**src/rtl/fifo_pkt_pkg.sv**
```systemverilog
// Shared parameters, state encoding and helpers for the rx FIFO packet reader.
package fifo_pkt_pkg;

  localparam int unsigned DW         = 16;
  localparam int unsigned PKT_WORDS  = 256;
  localparam int unsigned MAX_CH     = 8;
  localparam int unsigned RD_LAT     = 1;
  localparam int unsigned CH_W       = $clog2(MAX_CH);
  localparam int unsigned CNT_W      = $clog2(PKT_WORDS) + 1;
  localparam int unsigned CHIN_W     = 4;
  localparam int unsigned SKID_DEPTH = RD_LAT + 1;

  typedef enum logic [1:0] {
    IDLE  = 2'd0,
    READ  = 2'd1,
    DRAIN = 2'd2
  } state_t;

  // Clamp a requested channel count into the legal range 1..MAX_CH.
  function automatic logic [CHIN_W-1:0] eff_channels(input logic [CHIN_W-1:0] ch);
    if (ch == '0) return CHIN_W'(1);
    if (ch > CHIN_W'(MAX_CH)) return CHIN_W'(MAX_CH);
    return ch;
  endfunction

endpackage

```
**src/rtl/pkt_skid_buf.sv**
```systemverilog
// Small synchronous FIFO that absorbs words returned while the output is stalled.
module pkt_skid_buf #(
  parameter  int unsigned W     = 16,
  parameter  int unsigned DEPTH = 2,
  localparam int unsigned CW    = $clog2(DEPTH + 1),
  localparam int unsigned AW    = (DEPTH > 1) ? $clog2(DEPTH) : 1
) (
  input  logic          clk,
  input  logic          reset,
  input  logic          push,
  input  logic [W-1:0]  wdata,
  input  logic          pop,
  output logic [W-1:0]  head_c,
  output logic [CW-1:0] count
);

  logic [W-1:0]  mem [DEPTH];
  logic [AW-1:0] wr_ptr;
  logic [AW-1:0] rd_ptr;
  logic          do_push;
  logic          do_pop;

  function automatic logic [AW-1:0] next_ptr(input logic [AW-1:0] p);
    return (p == AW'(DEPTH - 1)) ? '0 : p + AW'(1);
  endfunction

  assign do_pop  = pop && (count != '0);
  assign do_push = push && ((count != CW'(DEPTH)) || do_pop);
  assign head_c  = mem[rd_ptr];

  always_ff @(posedge clk) begin
    if (reset) begin
      wr_ptr <= '0;
      rd_ptr <= '0;
      count  <= '0;
    end else begin
      if (do_push) wr_ptr <= next_ptr(wr_ptr);
      if (do_pop)  rd_ptr <= next_ptr(rd_ptr);
      count <= count + CW'(do_push) - CW'(do_pop);
    end
  end

  // Storage carries no reset; occupancy alone defines validity.
  always_ff @(posedge clk) begin
    if (do_push) mem[wr_ptr] <= wdata;
  end

endmodule

```
**src/rtl/fifo_packet_reader.sv**
```systemverilog
// Bursts one packet out of the rx sample FIFO and emits it as a tagged,
// back-pressured sample stream with channel index, sop and eop.
module fifo_packet_reader
  import fifo_pkt_pkg::*;
(
  input  logic              clk,
  input  logic              reset,
  input  logic [CHIN_W-1:0] channels,
  input  logic              packet_rdy,
  output logic              rd_req,
  input  logic [DW-1:0]     din,
  output logic              out_valid,
  input  logic              out_ready,
  output logic [DW-1:0]     out_data,
  output logic [CH_W-1:0]   out_ch,
  output logic              out_sop,
  output logic              out_eop,
  output logic              busy,
  output logic [15:0]       pkt_count,
  output logic              ch_err,
  input  logic              clear_err
);

  localparam int unsigned SKID_CW = $clog2(SKID_DEPTH + 1);
  localparam int unsigned PEND_W  = $clog2(SKID_DEPTH + RD_LAT + 1);

  state_t              state;
  state_t              state_next;
  logic [CNT_W-1:0]    issued_cnt;
  logic [CNT_W-1:0]    ld_cnt;
  logic [CH_W-1:0]     ld_ch;
  logic [CHIN_W-1:0]   eff_ch;
  logic [RD_LAT-1:0]   vpipe;
  logic [SKID_CW-1:0]  skid_count;
  logic [DW-1:0]       skid_head_c;
  logic [DW-1:0]       load_data;
  logic [PEND_W-1:0]   inflight;
  logic [PEND_W-1:0]   pending;
  logic                din_valid;
  logic                accept;
  logic                load_ok;
  logic                load;
  logic                skid_push;
  logic                skid_pop;
  logic                start;

  pkt_skid_buf #(
    .W     (DW),
    .DEPTH (SKID_DEPTH)
  ) u_skid (
    .clk    (clk),
    .reset  (reset),
    .push   (skid_push),
    .wdata  (din),
    .pop    (skid_pop),
    .head_c (skid_head_c),
    .count  (skid_count)
  );

  // Returned words bypass the skid when it is empty and the output can take them.
  always_comb begin
    din_valid = vpipe[RD_LAT-1];
    accept    = out_valid && out_ready;
    load_ok   = !out_valid || out_ready;
    skid_pop  = load_ok && (skid_count != '0);
    skid_push = din_valid && !(load_ok && (skid_count == '0));
    load      = load_ok && ((skid_count != '0) || din_valid);
    load_data = (skid_count != '0) ? skid_head_c : din;
    start     = (state == IDLE) && packet_rdy;
  end

  // Issue only while every outstanding word is guaranteed a skid slot.
  always_comb begin
    inflight = '0;
    for (int i = 0; i < RD_LAT; i++) inflight = inflight + PEND_W'(vpipe[i]);
    pending = PEND_W'(skid_count) + inflight;
    rd_req  = !reset && (state == READ) && (issued_cnt < CNT_W'(PKT_WORDS))
              && (pending < PEND_W'(SKID_DEPTH));
  end

  always_comb begin
    state_next = state;
    case (state)
      IDLE:    if (packet_rdy) state_next = READ;
      READ:    if (issued_cnt == CNT_W'(PKT_WORDS)) state_next = DRAIN;
      DRAIN:   if (accept && out_eop) state_next = IDLE;
      default: state_next = IDLE;
    endcase
  end

  always_ff @(posedge clk) begin
    if (reset) begin
      state      <= IDLE;
      busy       <= 1'b0;
      issued_cnt <= '0;
      ld_cnt     <= '0;
      ld_ch      <= '0;
      eff_ch     <= CHIN_W'(1);
      vpipe      <= '0;
      out_valid  <= 1'b0;
      out_data   <= '0;
      out_ch     <= '0;
      out_sop    <= 1'b0;
      out_eop    <= 1'b0;
      pkt_count  <= '0;
      ch_err     <= 1'b0;
    end else begin
      state <= state_next;
      busy  <= (state_next != IDLE);
      vpipe <= RD_LAT'({vpipe, rd_req});

      if (start) begin
        issued_cnt <= '0;
        ld_cnt     <= '0;
        ld_ch      <= '0;
        eff_ch     <= eff_channels(channels);
      end else begin
        if (rd_req) issued_cnt <= issued_cnt + CNT_W'(1);
        if (load) begin
          ld_cnt <= ld_cnt + CNT_W'(1);
          ld_ch  <= (CHIN_W'(ld_ch) == eff_ch - CHIN_W'(1)) ? '0 : ld_ch + CH_W'(1);
        end
      end

      // Tags are attached as words enter the output register, in stream order.
      if (load) begin
        out_valid <= 1'b1;
        out_data  <= load_data;
        out_ch    <= ld_ch;
        out_sop   <= (ld_cnt == '0);
        out_eop   <= (ld_cnt == CNT_W'(PKT_WORDS - 1));
      end else if (accept) begin
        out_valid <= 1'b0;
        out_sop   <= 1'b0;
        out_eop   <= 1'b0;
      end

      if (accept && out_eop) pkt_count <= pkt_count + 16'd1;

      ch_err <= (start && ((channels == '0) || (channels > CHIN_W'(MAX_CH))))
                || (ch_err && !clear_err);
    end
  end

endmodule

```
**config.mk**
```make
export PLATFORM = sky130hd
export DESIGN_NAME = fifo_packet_reader
export DESIGN_NICKNAME = d
export VERILOG_FILES = /design/src/rtl/fifo_pkt_pkg.sv /design/src/rtl/pkt_skid_buf.sv /design/src/rtl/fifo_packet_reader.sv
export SDC_FILE = /design/constraint.sdc
export NUM_CORES = 1
export LEC_CHECK = 0
export BUFFER_PORTS_ARGS = -buffer_cell sky130_fd_sc_hd__buf_2
export CORE_MARGIN = 3
export CORE_UTILIZATION = 40
export DETAILED_ROUTE_END_ITERATION = 8
export PLACE_DENSITY = 0.7
export SYNTH_ARGS = -nofsm -noshare
export SYNTH_HDL_FRONTEND = slang
export SYNTH_SLANG_ARGS = --single-unit
```
**constraint.sdc**
```tcl
create_clock -name clk -period 2.4 [get_ports clk]
set_clock_uncertainty 0.15 [all_clocks]
set_input_delay 0.24 -clock clk [delete_from_list [all_inputs] [get_ports clk]]
set_output_delay 0.24 -clock clk [all_outputs]
set_load 0.05 [all_outputs]
```
== Word-level counts from Yosys, hierarchy flattened ==
Memory sizes are Yosys's and may differ from the RTL's. A register that Yosys moved wholly into a read port is not among the register bits.
Cells that the tools add are included.

* Flip-flop bits (word level): 72
* Bits in writable memories: 32
* Bits of input ports: 25
* Output and inout bits: 41
* Word-level logic and storage cells: 95
* Memories: 1

* $add $sub $neg: 10
* Magnitude comparators: 3
* Equality and inequality tests: 6
* Multiplexer cells: 27
* Reductions and logical operators: 31

{| class="wikitable"
|+ Memories
! memory !! words !! width !! rd ports !! clocked after Yosys merged registers in !! write ports !! RTL line !! text
|-
| u_skid.mem || 2 || 16 || 1 || 1 || 1 || pkt_skid_buf.sv:17 || <nowiki>logic [W-1:0] mem [DEPTH];</nowiki>
|}

{| class="wikitable"
|+ Operators by type and width
! kind !! number
|-
| 9-bit by 1-bit adder with 9-bit output, second input constant || 2
|-
| 1-bit 2-to-1 mux || 17
|-
| 16-bit by 1-bit adder with 16-bit output, second input constant || 1
|-
| 16-bit 2-to-1 mux || 1
|-
| 4-bit 2-to-1 mux || 4
|-
| 1-bit logical AND || 14
|-
| 9-bit by 8-bit equality test with 1-bit output, second input constant || 1
|-
| 9-bit equality test, second input constant || 1
|-
| 9-bit zero test || 1
|-
| 9-bit less-than comparator, second input constant || 1
|-
| 2-bit 2-to-1 mux || 3
|-
| 2-bit one-hot mux with 3 select lines || 1
|-
| 2-bit nonzero test || 3
|-
| 1-bit logical OR || 5
|-
| 2-bit by 1-bit adder with 2-bit output || 2
|-
| 3-bit by 4-bit equality test with 1-bit output || 1
|-
| 4-bit greater-than comparator, second input constant || 1
|-
| 1-bit zero test || 4
|-
| 2-bit zero test || 2
|-
| 4-bit zero test || 1
|-
| 4-bit by 1-bit subtractor with 4-bit output, second input constant || 1
|-
| 3-bit by 1-bit adder with 3-bit output, second input constant || 1
|-
| 3-bit 2-to-1 mux || 1
|-
| 1-bit adder, second input constant || 2
|-
| 6 further kinds || 6
|}

== Depth between registers and ports, before layout ==
* Word-level depth: 9
* Mapped depth: 9
* Mapped depth without buffers: 8

== Hierarchy ==
A second synthesis with hierarchy kept.

* Cells, all modules: 449
* Area total of the unflattened synthesis: 4511.8 um^2

{| class="wikitable"
|+ Modules (own cells, without submodules)
! module !! instances !! cells each !! area each (um^2) !! sequential area each (um^2)
|-
| fifo_packet_reader || 1 || 375 || 3119.2 || 1361.3
|-
| pkt_skid_buf || 1 || 74 || 1392.6 || 1061.0
|}

== Worst setup path after synthesis ==
Ideal clock, no wire load.

* Kind: register to register
* Start: register out_valid
* End: memory u_skid.mem[0][0] (enable)
* Setup time: 0.388 ns
* Arrival: 1.862 ns
* Required time: 1.862 ns
* Path slack: -0.001 ns
* Cell stages (with the launch flop): 5
* Path buffers: 0
* Period minus slack after synthesis: 2.401 ns
* Path through: dfxtp_1 > nand2b_2 > xnor2_1 > o21ai_1 > nor2_1

* Word-level cells in the longest chain between the ends: 8
* Elaborated cells between the ends (all ways): 11
* Those cells by class: mux (2); reduce/logical (9)

{| class="wikitable"
|+ RTL lines
! item !! RTL line !! text
|-
| from (decl) || fifo_packet_reader.sv:12 || <nowiki>output logic out_valid,</nowiki>
|-
| from (signal assigned) || fifo_packet_reader.sv:100 || <nowiki>out_valid <= 1'b0;</nowiki>
|-
| from (signal assigned) || fifo_packet_reader.sv:127 || <nowiki>out_valid <= 1'b1;</nowiki>
|-
| from (signal assigned) || fifo_packet_reader.sv:133 || <nowiki>out_valid <= 1'b0;</nowiki>
|-
| 1-bit zero test (*) || fifo_packet_reader.sv:64 || <nowiki>load_ok = !out_valid || out_ready;</nowiki>
|-
| 1-bit logical OR (*) || fifo_packet_reader.sv:64 ||
|-
| 1-bit logical AND (on tied branches) || fifo_packet_reader.sv:66, fifo_packet_reader.sv:65 ||
|-
| 1-bit zero test or 1-bit logical AND (tied branches) || fifo_packet_reader.sv:66, pkt_skid_buf.sv:27 ||
|-
| 1-bit logical AND or 1-bit logical OR (tied branches) || fifo_packet_reader.sv:66, pkt_skid_buf.sv:28 ||
|-
| 1-bit logical AND (*) || pkt_skid_buf.sv:28 || <nowiki>assign do_push = push && ((count != CW'(DEPTH)) || do_pop);</nowiki>
|-
| 1-bit 2-to-1 mux (*) || pkt_skid_buf.sv:45 || <nowiki>if (do_push) mem[wr_ptr] <= wdata;</nowiki>
|-
| 1-bit 2-to-1 mux (not written as such) (*) || pkt_skid_buf.sv:45 ||
|-
| to (decl) || pkt_skid_buf.sv:17 ||
|}

Mark *: on every way between the ends. The rest lies on a longest branch, timed or not.

== Worst setup path after layout ==
* Start: register vpipe, in the netlist din_valid
* End: output port rd_req

* Word-level cells in the longest chain between the ends: 3

{| class="wikitable"
|+ RTL lines
! item !! RTL line !! text
|-
| from (decl) || fifo_packet_reader.sv:33 || <nowiki>logic [RD_LAT-1:0] vpipe;</nowiki>
|-
| from (signal assigned) || fifo_packet_reader.sv:110 || <nowiki>vpipe <= RD_LAT'({vpipe, rd_req});</nowiki>
|-
| 2-bit by 1-bit adder with 2-bit output || fifo_packet_reader.sv:76 || <nowiki>pending = PEND_W'(skid_count) + inflight;</nowiki>
|-
| 2-bit less-than comparator || fifo_packet_reader.sv:78 || <nowiki>&& (pending < PEND_W'(SKID_DEPTH));</nowiki>
|-
| 1-bit logical AND || fifo_packet_reader.sv:78 ||
|-
| to (decl) || fifo_packet_reader.sv:10 || <nowiki>output logic rd_req,</nowiki>
|}

No other way between the ends.

==> out/results.env <==
OUTCOME='complete, no violations'
GRT_SETUP_UNREPAIRED='false'
HOLD_PATH_CLASS='input port to flip-flop'
SLOWEST_DELAY_PS=490
SYNTH_SEQ_CELLS=105
YOSYS_WARNINGS=0
CRITICAL-PATH-SLOWEST-CELL='sky130_fd_sc_hd__dfxtp_1'
ROUTABILITYCONGESTION=0.821
FIRST_GLOBAL_VIAS=3155
POWER.IR.VDD_WORST_uV=674
GRT_REMAINING_OVERFLOW=0
INSTANCES_NO_FILL=657
CTSROOTBUFFERMASTER='sky130_fd_sc_hd__clkbuf_8'
POSTSYNTH.TOPFLOPCELL='sky130_fd_sc_hd__dfxtp_1'
TIMING_HOLD_VIOLATIONS_FINAL=0
DRC=0
INITIAL_CORE_UTIL_PCT=42.0
ROW_COUNT=37
ANT_NETS=0
ASYNC_RESET_FF_SHARE_PCT=0
COMBPWRFRAC_PCT=33.8
WORST_EP_ARRIVAL_TIME_PS=1780
TIMING.FINAL.MAX_SLEW_VIOLATIONS=0
TRITONCTS='done'
GRT_START_MAX_NET_PINS=52
SYNTH_CELLS=436
POSTPLACECELLAREA_UM2=4850
CTS.REPAIR_TIMING.SETUP_BUFFER_COUNT=0
SYNTH_MOST_COMMON_CELL='sky130_fd_sc_hd__dfxtp_1'
DRIVE_GT1_SHARE_PCT=18.0
HPWL_MM=6.13
FINALCRITPERIODSHARE_PCT=90.4
YS_SEQ_AREA_SHARE_PCT=54.9
CLOCK_SINK_COUNT=105
POST-LAYOUT-TOTAL-POWER_mW=5.03
POWER.SWITCHING_mW=1.89
ANTENNA_VIOLATIONS_BEFORE_REPAIR=0
SLEW_HEADROOM_PCT=62.2
ANTENNA-DIODE-COUNT=0
TOTAL_LEAKAGE_POWER_nW=2.07
WORSTPATHBUFFERINVERTERCOUNT=1
AREA_GROWTH_SYN_TO_LAYOUT_PCT=18.6
PERIOD_NEEDED_PS=2170
WL_PER_CELL_UM=13.7
DP_WORST_SETUP_SLACK_PS=341
SYNTHESIS.NETS=471
SYNTH_AREA_LEADERS='sky130_fd_sc_hd__dfxtp_1, sky130_fd_sc_hd__edfxtp_1, sky130_fd_sc_hd__nand2_1, sky130_fd_sc_hd__xor2_1, sky130_fd_sc_hd__a21oi_1'
SEQPWRFRAC_PCT=43.1
POSTCTSHOLDBUFS=17
SETUP_VIOL=0
CRITPATHREQUIREDTIME_PS=2010
NUMPLACEDINSTANCES=624
PATH_CELLS='and3_1 > o211a_1 > buf_2'
CRITICAL_PATH.MAX_FANOUT=11
SYNTH_TOP_CELL_AREA_SHARE_PCT=33.1
POWER.DENSITY_CELL_AREA_nW_PER_UM2=961
CELLS_RESIZED_BY_POST_CTS_REPAIR=0
WORST_PATH_DOMINANT_CELL_FAMILY='flip-flops'
WIRELENGTH_MM=9.00
CRITICALPATHCATEGORY='flip-flop to output port'
SYNTH_CELL_COUNT_LEADERS='sky130_fd_sc_hd__dfxtp_1, sky130_fd_sc_hd__nand2_1, sky130_fd_sc_hd__nor2_1'
POWER.INTERNAL_mW=3.14
PRE_ANTENNA_DRT_ITERS=6
NUM_VIAS=3281
WORSTMARGINPINSLEW_PS=567
CTS-BUFFERS-INSERTED=9
SYNTH_CELL_TYPE_COUNT=43
TOT_GR_TRACK_USE_PCT=15.0
SYNTH_LARGEST_AREA_CELL='sky130_fd_sc_hd__dfxtp_1'
VERT_DIE_DIM_UM=111
WORST_SETUP_HOLD_PATH_CLK_SLEW_PS=90
CRITPATHCAPTURETYPE='output port'
CLOCK_INSERTION_DELAY_WORST_SKEW_PS=360
MAX_FREQ_GHz=0.461
CTS_MAX_LEVEL=3
CTSLONGESTPATHBUFFERS=2
FIRST_DRT_ITERATION_DRCS=216
SETUP_TNS_PS=0
SYNTH_AREA_UM2=4410
SETUP.WORST_PATH.START_CLASS='flip-flop'
TIMING.MAX_CAP.VIOLATIONS=0
NUMBER_OF_SYNTHESIZED_FLOPS_WITH_AN_ENABLE_PIN=32
LAYOUT.NETS=551
PORT_BUFFERS=65
CORE_REGION_AREA_UM2=10500
PWR-SHARE-CLK_PCT=23.1
DIE_AREA_UM2=12300
SETUP_WS_PS=230
GRT_FIRST_PASS_WIRELENGTH_MM=15.3
P_SW_SHARE_PCT=37.6
DIE-WIDTH_UM=111
FLOORPLAN.IO_PINS=66
SYNTH_AREA_PER_CELL_UM2=10.1
POST_DETAILED_ROUTE_VIA_TO_CELL_RATIO=4.99
DESIGN_AREA_UM2=5230
## registers in the layout (all words and copies together), names as in the netlist, named ones only
name and cells:
din_valid 1, out_ch 3, out_valid 1, u_skid.mem 32, ld_ch 3, u_skid.count 2
busy 1, out_data 16, ld_cnt 9, issued_cnt 9, u_skid.rd_ptr 1, out_eop 1
state 2, ch_err 1, eff_ch 4, pkt_count 16, u_skid.wr_ptr 1, out_sop 1
## stage by stage
step | hold slack, ps | utilization, %
final | 27.2 | 49.8
after global placement | 290 | 46.2
after floorplan | 189 | -
after global routing | 14.6 | 49.8
after CTS | 0.308 | 49.8
after detailed placement | 295 | 46.2
## power groups by stage
stage / logic, mW / registers [mW] / clock network (mW)
final: 1.70 / 2.17 / 1.16
after global routing: 1.84 / 2.20 / 1.28
after CTS: 1.70 / 2.17 / 1.20
after detailed placement: 1.68 / 2.21 / 0
after global placement: 1.66 / 2.20 / 0
after floorplan: 0.861 / 2.69 / 0
## per-layer routing
layer	wire length, um	global-route usage (%)
met1	4360	20.3
met2	4070	23.5
met3	429	3.71
met4	144	5.03
met5	0	0
## cells by family (layout without fill, tap and decap cells)
logic type	after synthesis	in the layout	synth area share, %
buf+inv	35	120	4.08
mux	17	17	3.85
simple gates	167	167	17.7
xor+xnor	39	39	7.74
flops	105	105	54.9
compound gates	63	63	8.87
fa+ha+maj	10	10	2.83
## cell usage in the layout (no fill, tap or decap), types with 10 or more instances in the layout
master | synthesis | layout
sky130_fd_sc_hd__a21oi_1 | 36 | 36
sky130_fd_sc_hd__buf_2 | 6 | 65
sky130_fd_sc_hd__buf_4 | 1 | 11
sky130_fd_sc_hd__dfxtp_1 | 73 | 73
sky130_fd_sc_hd__dlygate4sd3_1 | 0 | 17
sky130_fd_sc_hd__edfxtp_1 | 32 | 32
sky130_fd_sc_hd__ha_1 | 10 | 10
sky130_fd_sc_hd__inv_1 | 11 | 11
sky130_fd_sc_hd__mux2i_1 | 17 | 17
sky130_fd_sc_hd__nand2_1 | 63 | 63
sky130_fd_sc_hd__nand3_1 | 12 | 12
sky130_fd_sc_hd__nor2_1 | 47 | 47
sky130_fd_sc_hd__o211ai_1 | 16 | 16
sky130_fd_sc_hd__xnor2_1 | 12 | 12
sky130_fd_sc_hd__xor2_1 | 27 | 27
## cell type report
| type | count | area (um^2) |
|---|---|---|
| fill | 954 | 5280 |
| clock inverter | 6 | 82.6 |
| inverter | 11 | 41.3 |
| tap | 136 | 170 |
| clock buffer | 10 | 128 |
| multi-input combinational | 296 | 1810 |
| sequential | 105 | 2420 |
| timing repair buffer | 93 | 578 |
## worst min-delay path, stage by stage
cell and delay [ps]:
sky130_fd_sc_hd__buf_2 80, sky130_fd_sc_hd__nor2b_1 30, sky130_fd_sc_hd__a21oi_1 100, sky130_fd_sc_hd__nor2_1 50
## path summary, 6_finish.rpt
path                                    from                          to  slack (ps)  cells after the start
setup / recovery        din_valid$_SDFF_PP0_                      rd_req         230                      3
hold / removal                     clear_err           ch_err$_SDFF_PP0_          30                      4
setup reg to reg  u_skid.count[1]$_SDFF_PP0_  u_skid.count[1]$_SDFF_PP0_         320                      8
hold reg to reg     out_data[4]$_SDFFE_PP0P_    out_data[4]$_SDFFE_PP0P_         310                      2
Power figures use the tool's default switching activity.
